### src/rtl/branch_redirect_ctrl.sv
// Fetch PC sequencer with jump/branch redirect, post-redirect IF/ID squash window
// and misaligned-target trap to a fixed handler address.
module branch_redirect_ctrl #(
  parameter int                XLEN        = 32,
  parameter logic [XLEN-1:0]   RESET_PC    = 32'h0000_0000,
  parameter logic [XLEN-1:0]   TRAP_PC     = 32'h0000_0100,
  parameter int                FLUSH_DEPTH = 2,
  parameter int                CNT_W       = 16
) (
  input  logic             clk,
  input  logic             rst_n,
  input  logic             stall,
  input  logic             imem_ready,
  input  logic             br_valid,
  input  logic [XLEN-1:0]  ex_pc,
  input  logic [XLEN-1:0]  jbl_address_out,
  output logic [XLEN-1:0]  jbl_address_in,
  output logic [XLEN-1:0]  fetch_pc,
  output logic             fetch_req,
  output logic             flush,
  output logic             misalign,
  output logic [CNT_W-1:0] redirect_cnt
);

  typedef enum logic {RUN = 1'b0, FLUSH = 1'b1} state_t;

  state_t           state, state_n;
  logic [2:0]       fcnt, fcnt_n;
  logic [XLEN-1:0]  fetch_pc_n;
  logic             misalign_n;
  logic [CNT_W-1:0] redirect_cnt_n;
  logic             redirect, aligned, advance;

  assign jbl_address_in = ex_pc;

  // Handshake: fetch_pc is offered while fetch_req is high and is accepted on any
  // edge where imem_ready is high; it only moves on acceptance (stall permitting)
  // or on a redirect, which overrides both stall and backpressure.
  assign redirect = br_valid && (jbl_address_out != ex_pc) && (state == RUN);
  assign aligned  = (jbl_address_out[1:0] == 2'b00);
  assign advance  = fetch_req && imem_ready && !stall;

  always_comb begin
    state_n        = state;
    fcnt_n         = fcnt;
    fetch_pc_n     = fetch_pc;
    misalign_n     = 1'b0;
    redirect_cnt_n = redirect_cnt;

    if (redirect) begin
      state_n = FLUSH;
      fcnt_n  = 3'(FLUSH_DEPTH);
      if (aligned) begin
        fetch_pc_n = jbl_address_out;
        if (redirect_cnt != {CNT_W{1'b1}})
          redirect_cnt_n = redirect_cnt + {{(CNT_W-1){1'b0}}, 1'b1};
      end else begin
        fetch_pc_n = TRAP_PC;
        misalign_n = 1'b1;
      end
    end else begin
      if (advance)
        fetch_pc_n = fetch_pc + XLEN'(4);
      // The squash window counts wall-clock cycles, independent of stall/ready.
      if (state == FLUSH) begin
        fcnt_n  = fcnt - 3'd1;
        state_n = (fcnt == 3'd1) ? RUN : FLUSH;
      end
    end
  end

  always_ff @(posedge clk or negedge rst_n) begin
    if (!rst_n) begin
      state        <= RUN;
      fcnt         <= 3'd0;
      fetch_pc     <= RESET_PC;
      fetch_req    <= 1'b0;
      misalign     <= 1'b0;
      redirect_cnt <= '0;
    end else begin
      state        <= state_n;
      fcnt         <= fcnt_n;
      fetch_pc     <= fetch_pc_n;
      fetch_req    <= 1'b1;
      misalign     <= misalign_n;
      redirect_cnt <= redirect_cnt_n;
    end
  end

  assign flush = (state == FLUSH);

endmodule

### config.mk
export PLATFORM = sky130hd
export DESIGN_NAME = branch_redirect_ctrl
export DESIGN_NICKNAME = d
export VERILOG_FILES = /design/src/rtl/branch_redirect_ctrl.sv
export SDC_FILE = /design/constraint.sdc
export NUM_CORES = 1
export LEC_CHECK = 0
export ABC_CLOCK_PERIOD_IN_PS = 4740
export BUFFER_PORTS_ARGS = -buffer_cell sky130_fd_sc_hd__buf_2
export CORE_MARGIN = 5
export CORE_UTILIZATION = 52
export DETAILED_ROUTE_END_ITERATION = 16
export HOLD_SLACK_MARGIN = 0.06
export MAX_ROUTING_LAYER = met4
export PLACE_DENSITY = 0.94
export SLEW_MARGIN = 5
export SYNTH_ARGS = -nofsm -noshare
export SYNTH_HDL_FRONTEND = slang
export SYNTH_SLANG_ARGS = --single-unit
### constraint.sdc
create_clock -name clk -period 4.74 [get_ports clk]
set_clock_uncertainty 0.15 [all_clocks]
set_input_delay 0.711 -clock clk [delete_from_list [all_inputs] [get_ports clk]]
set_output_delay 0.711 -clock clk [all_outputs]
set_load 0.01 [all_outputs]
# Word level (Yosys, flattened, before mapping)
# Cells that the tools add are included.
# Widths: inputs -> output; s select.
# classes
mux,10
add_sub_neg,3
reduce_logical,9
eq_ne,3
bitwise_logic,1
# op_table
operator,count
$mux 32,3
$add 32x3->32 const B,1
$ne 32x32->1,1
$add 16x1->16 const B,1
$ne 16x16->1 const B,1
$mux 3,2
$mux 1,5
$logic_and 1x1->1,4
$reduce_bool 2->1,2
$eq 3x1->1 const B,1
$reduce_and 3->1,1
$sub 3x1->3 const B,1
$logic_not 2->1,1
$logic_not 1->1,1
$not 1->1,1
# totals
out_inout_bits,83
input_bits,69
wordCells,32
reg_bits,54

# Longest topological paths before layout
# logic_depth
depth_word,4
ltp_mapped,8
ltp_nobuf,7

# Worst setup path before layout
# Ideal clock, no wire load.
# synth_path
path_kind,in2reg
startpoint,input port stall
endpoint,register fetch_pc[24]
arrival_time_ns,2.096
path_slack_ns,2.365
cell_stages,6
path_buffers,0
path_cell_list,nand4b_1 -> or4_4 -> or3_4 -> nor3_4 -> xnor2_1 -> mux2i_1
# synth_via
elab_chain_cells,3
# synth_rtl
element,line,text
start: declaration,12,"input logic stall,"
$logic_not 1->1,41,assign advance = fetch_req && imem_ready && !stall;
$logic_and 1x1->1,41,
$reduce_bool 2->1 (no source line),-,
end signal: assignment,83,fetch_pc <= fetch_pc_n;
end: declaration,18,"output logic [XLEN-1:0] fetch_pc,"
# No other way between the ends.
# A chain may end at the register's enable or synchronous reset.

# Final worst setup path
# layout_path
startpoint,input port ex_pc[31]
endpoint,register fetch_pc[24]
# layout_via
elab_chain_cells,4
word_cells_on_any_way,5
cone_classes,1 x eq/ne; 1 x mux; 3 x reduce/logical
# layout_rtl
element,line,text
start: declaration,15,"input logic [XLEN-1:0] ex_pc,"
$ne 32x32->1 *,39,assign redirect = br_valid && (jbl_address_out != ex_pc) && (state == RUN);
$logic_and 1x1->1 * (2 in series),39,
$mux 32 / $reduce_bool 2->1 (equally long branches),-,
# Mark *: on every way between the ends. The rest lies on a longest branch, timed or not.

==> results.yml <==
sta:
  layout_setup_ws_ns: 1.72
  fin_crit_ns: 3.02
  finalSetupViolCount: 0
  max_freq_ghz: 0.331
  fin_tns_setup_ns: 0
  tightest_slew_ns: 0.704
  finalHoldViolations: 0
  fin_crit_sh_pct: 63.7
  rsz0062_at_grt: "false"
  slew_viol_final: 0
  max-slew-margin-rel_pct: 53.1
clock_tree:
  numCtsBuffers: 5
  cts_root_buffer: "clkbuf_8"
  cts-resized-gates: 0
  insertion_delay_ns: 0.31
  cts_sinks: 54
  h-tree-depth: 2
  cts.clk_slew.worst_paths_ns: 0.11
  hold_buffers: 0
  postCtsSetupBuffers: 0
  cts_max_path_buffers: 2
  cts_tree: "done"
routing:
  ant_nets: 0
  met2_length_um: 4910
  vias: 3212
  post_drt_wl_per_cell_um: 16.6
  wl_um: 9790
  first_pass_iters: 4
  met3RoutedLength_um: 705
  highest_layer: "met4"
  drc: 0
  drt-initial-drc-count: 159
  met1_length_um: 3940
  via_per_inst: 5.43
critical_path:
  worstSetupPathType: "primary input to register"
  worst-path-buf-inv: 2
  worstPathMaxFanout: 33
  worstPathArrival_ns: 3.09
  rr_startpoint: "redirect_cnt[0]$_DFFE_PN0P_"
  critPathTopFamily: "simple AND/OR/NAND/NOR gates"
  critPathRequiredTime_ns: 4.81
  crit_path_end_kind: "register"
  crit_start: "ex_pc[31]"
  slowest_stage: "o21ai_4"
  worst_path_largest_cell_delay_ns: 0.60
  start_kind: "primary input"
  crit_path_cell_trace: "buf_2, xor2_1, nor4_1, nand4_1, o21ai_4, buf_4, mux2i_1"
yosys:
  syn_inst: 391
  ys_seq_area_share_pct: 38.4
  yosys.area_share.xor_xnor_pct: 18.4
  synthMuxAreaShare_pct: 5.86
  synth-adder-area-share_pct: 1.42
  yosysUniqueCellTypes: 40
  yosysTopAreaCell: "dfrtp_1"
  syn_nets: 464
  synthArstFlopShare_pct: 100
  ys_ff_latch: 54
  synth_edf_count: 0
  synthTopCellsByArea: "dfrtp_1 38%, xor2_1 12%, buf_4 7.0%"
  avgSynthCellArea_um2: 9.01
  synth_warnings: 0
  synthSimpleGateAreaFrac_pct: 22.4
  synth_flop_cell: "dfrtp_1"
  synth_compound_area_share_pct: 3.84
  synth_top_family_by_area: "simple AND/OR/NAND/NOR gates"
  syn_area_um2: 3520
  yosysTopAreaCellShare_pct: 38.4
die:
  die_area_um2: 8520
  ios: 152
  core_area_um2: 6680
  fp-row-count: 30
  start_util_pct: 52.7
  fp.dieW_um: 92.3
  die_h_um: 92.3
layout:
  multi_input_area_um2: 1850
  stdcell_area_um2: 4240
  stdcell_count: 591
  area_growth_pct: 20.3
  drive_gt1_share_pct: 34.7
  utilization_pct: 63.4
  nFillCells: 594
  seqCellArea_um2: 1350
  layout.nets: 582
power_and_ir_drop:
  p_int_w: 0.00100
  p_switching_w: 0.000625
  p_leak_nw: 2.16
  power.share.clock_pct: 19.5
  power.density_nw_per_um2: 384
  seqPwrFrac_pct: 44.8
  switching_share_pct: 38.4
  irDropWorstVdd_mv: 0.231
  pwr-share-comb_pct: 35.8
outcome:
  outcome: "finished clean"
placement:
  placed_area_um2: 4120
  portBuffers: 151
  hpwl_um: 7770
  place_ws_ns: 1.40
  place.gp.congestion: 0.893
  dpl.cell_count: 582
job:
  drv_cap: 0
grt:
  antenna_found_initial: 1
  grt_max_degree: 55
  grt_pass1_wl_um: 16000
  grt_usage_pct: 23.8
  grt_pass1_vias: 3232
  overflow: 0
worst_hold_path:
  min_from: "fetch_pc[0]$_DFFE_PN0P_"
  hp-class: "register to register"
-- worst paths after layout --
path                                                to  slack, ns  cells past startpoint
min in group asynchronous      fetch_pc[0]$_DFFE_PN0P_       0.38                      2
max in group asynchronous  redirect_cnt[6]$_DFFE_PN0P_       3.59                      2
setup / recovery              fetch_pc[24]$_DFFE_PN0P_       1.72                      7
hold / removal                 fetch_pc[0]$_DFFE_PN0P_       0.35                      1
setup reg to reg           redirect_cnt[4]$_DFFE_PN0P_       2.29                      7
hold reg to reg                fetch_pc[0]$_DFFE_PN0P_       0.35                      1
-- cell type report --
cell class	count	share of cell area (%)
timing repair buffer	154	18.4
inverter	13	1.15
multi-input combinational	281	43.6
sequential	54	31.9
tap	80	2.36
antenna	1	0.0591
clock buffer	6	1.71
clock inverter	2	0.886
-- cell usage in the layout (no fill, tap or decap), types with 2 or more instances in the layout --
master    synthesis  final
buf_2             4    151
nand2_1          64     64
dfrtp_1          54     54
xor2_1           47     47
xnor2_1          27     27
nor2_1           23     22
o21ai_0          16     16
mux2i_1          15     15
nor4_1           14     14
inv_1            13     13
nand4_1          12     12
nand3_1          11     11
nor3_1            7      7
and3_1            6      6
mux2_2            5      5
clkbuf_8          0      5
or2_2             4      4
ha_1              4      4
buf_4            33      3
and4_1            2      2
o31a_1            2      2
and2_1            2      2
a21oi_1           2      2
nand2b_1          2      2
-- worst register-to-register path: stages (launching register included) --
cell     delay, ns
dfrtp_1       0.43
ha_1          0.23
and3_1        0.20
nand3_1       0.18
inv_1         0.08
and3_1        0.28
or4b_2        0.65
xnor2_1       0.14
-- stage by stage --
stage	total power, W	hold slack (ns)
after global routing	0.00173	0.372
after global placement	0.00128	0.316
after detailed placement	0.00132	0.325
after CTS	0.00163	0.347
after floorplan	0.00107	0.265
final	0.00163	0.346
-- logic make-up (layout without fill, tap and decap cells) --
kind of cell / Yosys count / after routing
AOI/OAI and AO/OA: 24 / 24
DFF: 54 / 54
xor gates and xnor gates: 74 / 74
adders and majority gates: 4 / 4
and+or+nand+nor: 158 / 158
buffers and inverters: 56 / 175
muxes: 20 / 20
other: 1 / 2
-- metal layers --
layer / vias up / GRT usage, %
li1: 1518 / -
met1: 1506 / 30.2
met2: 166 / 39.9
met3: 22 / 3.57
met4: 0 / 6.68
met5: - / -
-- flip-flops by register name, indices dropped and copies added (netlist names) --
register,cells
fetch_pc,32
fcnt,3
flush,1
fetch_req,1
misalign,1
redirect_cnt,16
-- power by group through the flow --
stage               clock [W]  sequential, W  combinational [W]
floorplan                   0       0.000761           0.000310
global placement            0       0.000723           0.000562
detailed placement          0       0.000734           0.000589
CTS                  0.000318       0.000726           0.000590
global route         0.000338       0.000749           0.000644
finish               0.000317       0.000729           0.000582
-- synth_stat cells (all sizes together), types with 4 or more instances --
cell type / n
dfrtp: 54
nand3: 11
and3: 6
mux2i: 15
or2: 4
nand4: 12
xnor2: 27
ha: 4
nor2: 23
o21ai: 17
xor2: 47
mux2: 5
inv: 13
nand2: 64
clkbuf: 6
nor3: 9
nor4: 14
buf: 37
No activity file was read; power rests on OpenSTA's default activity.
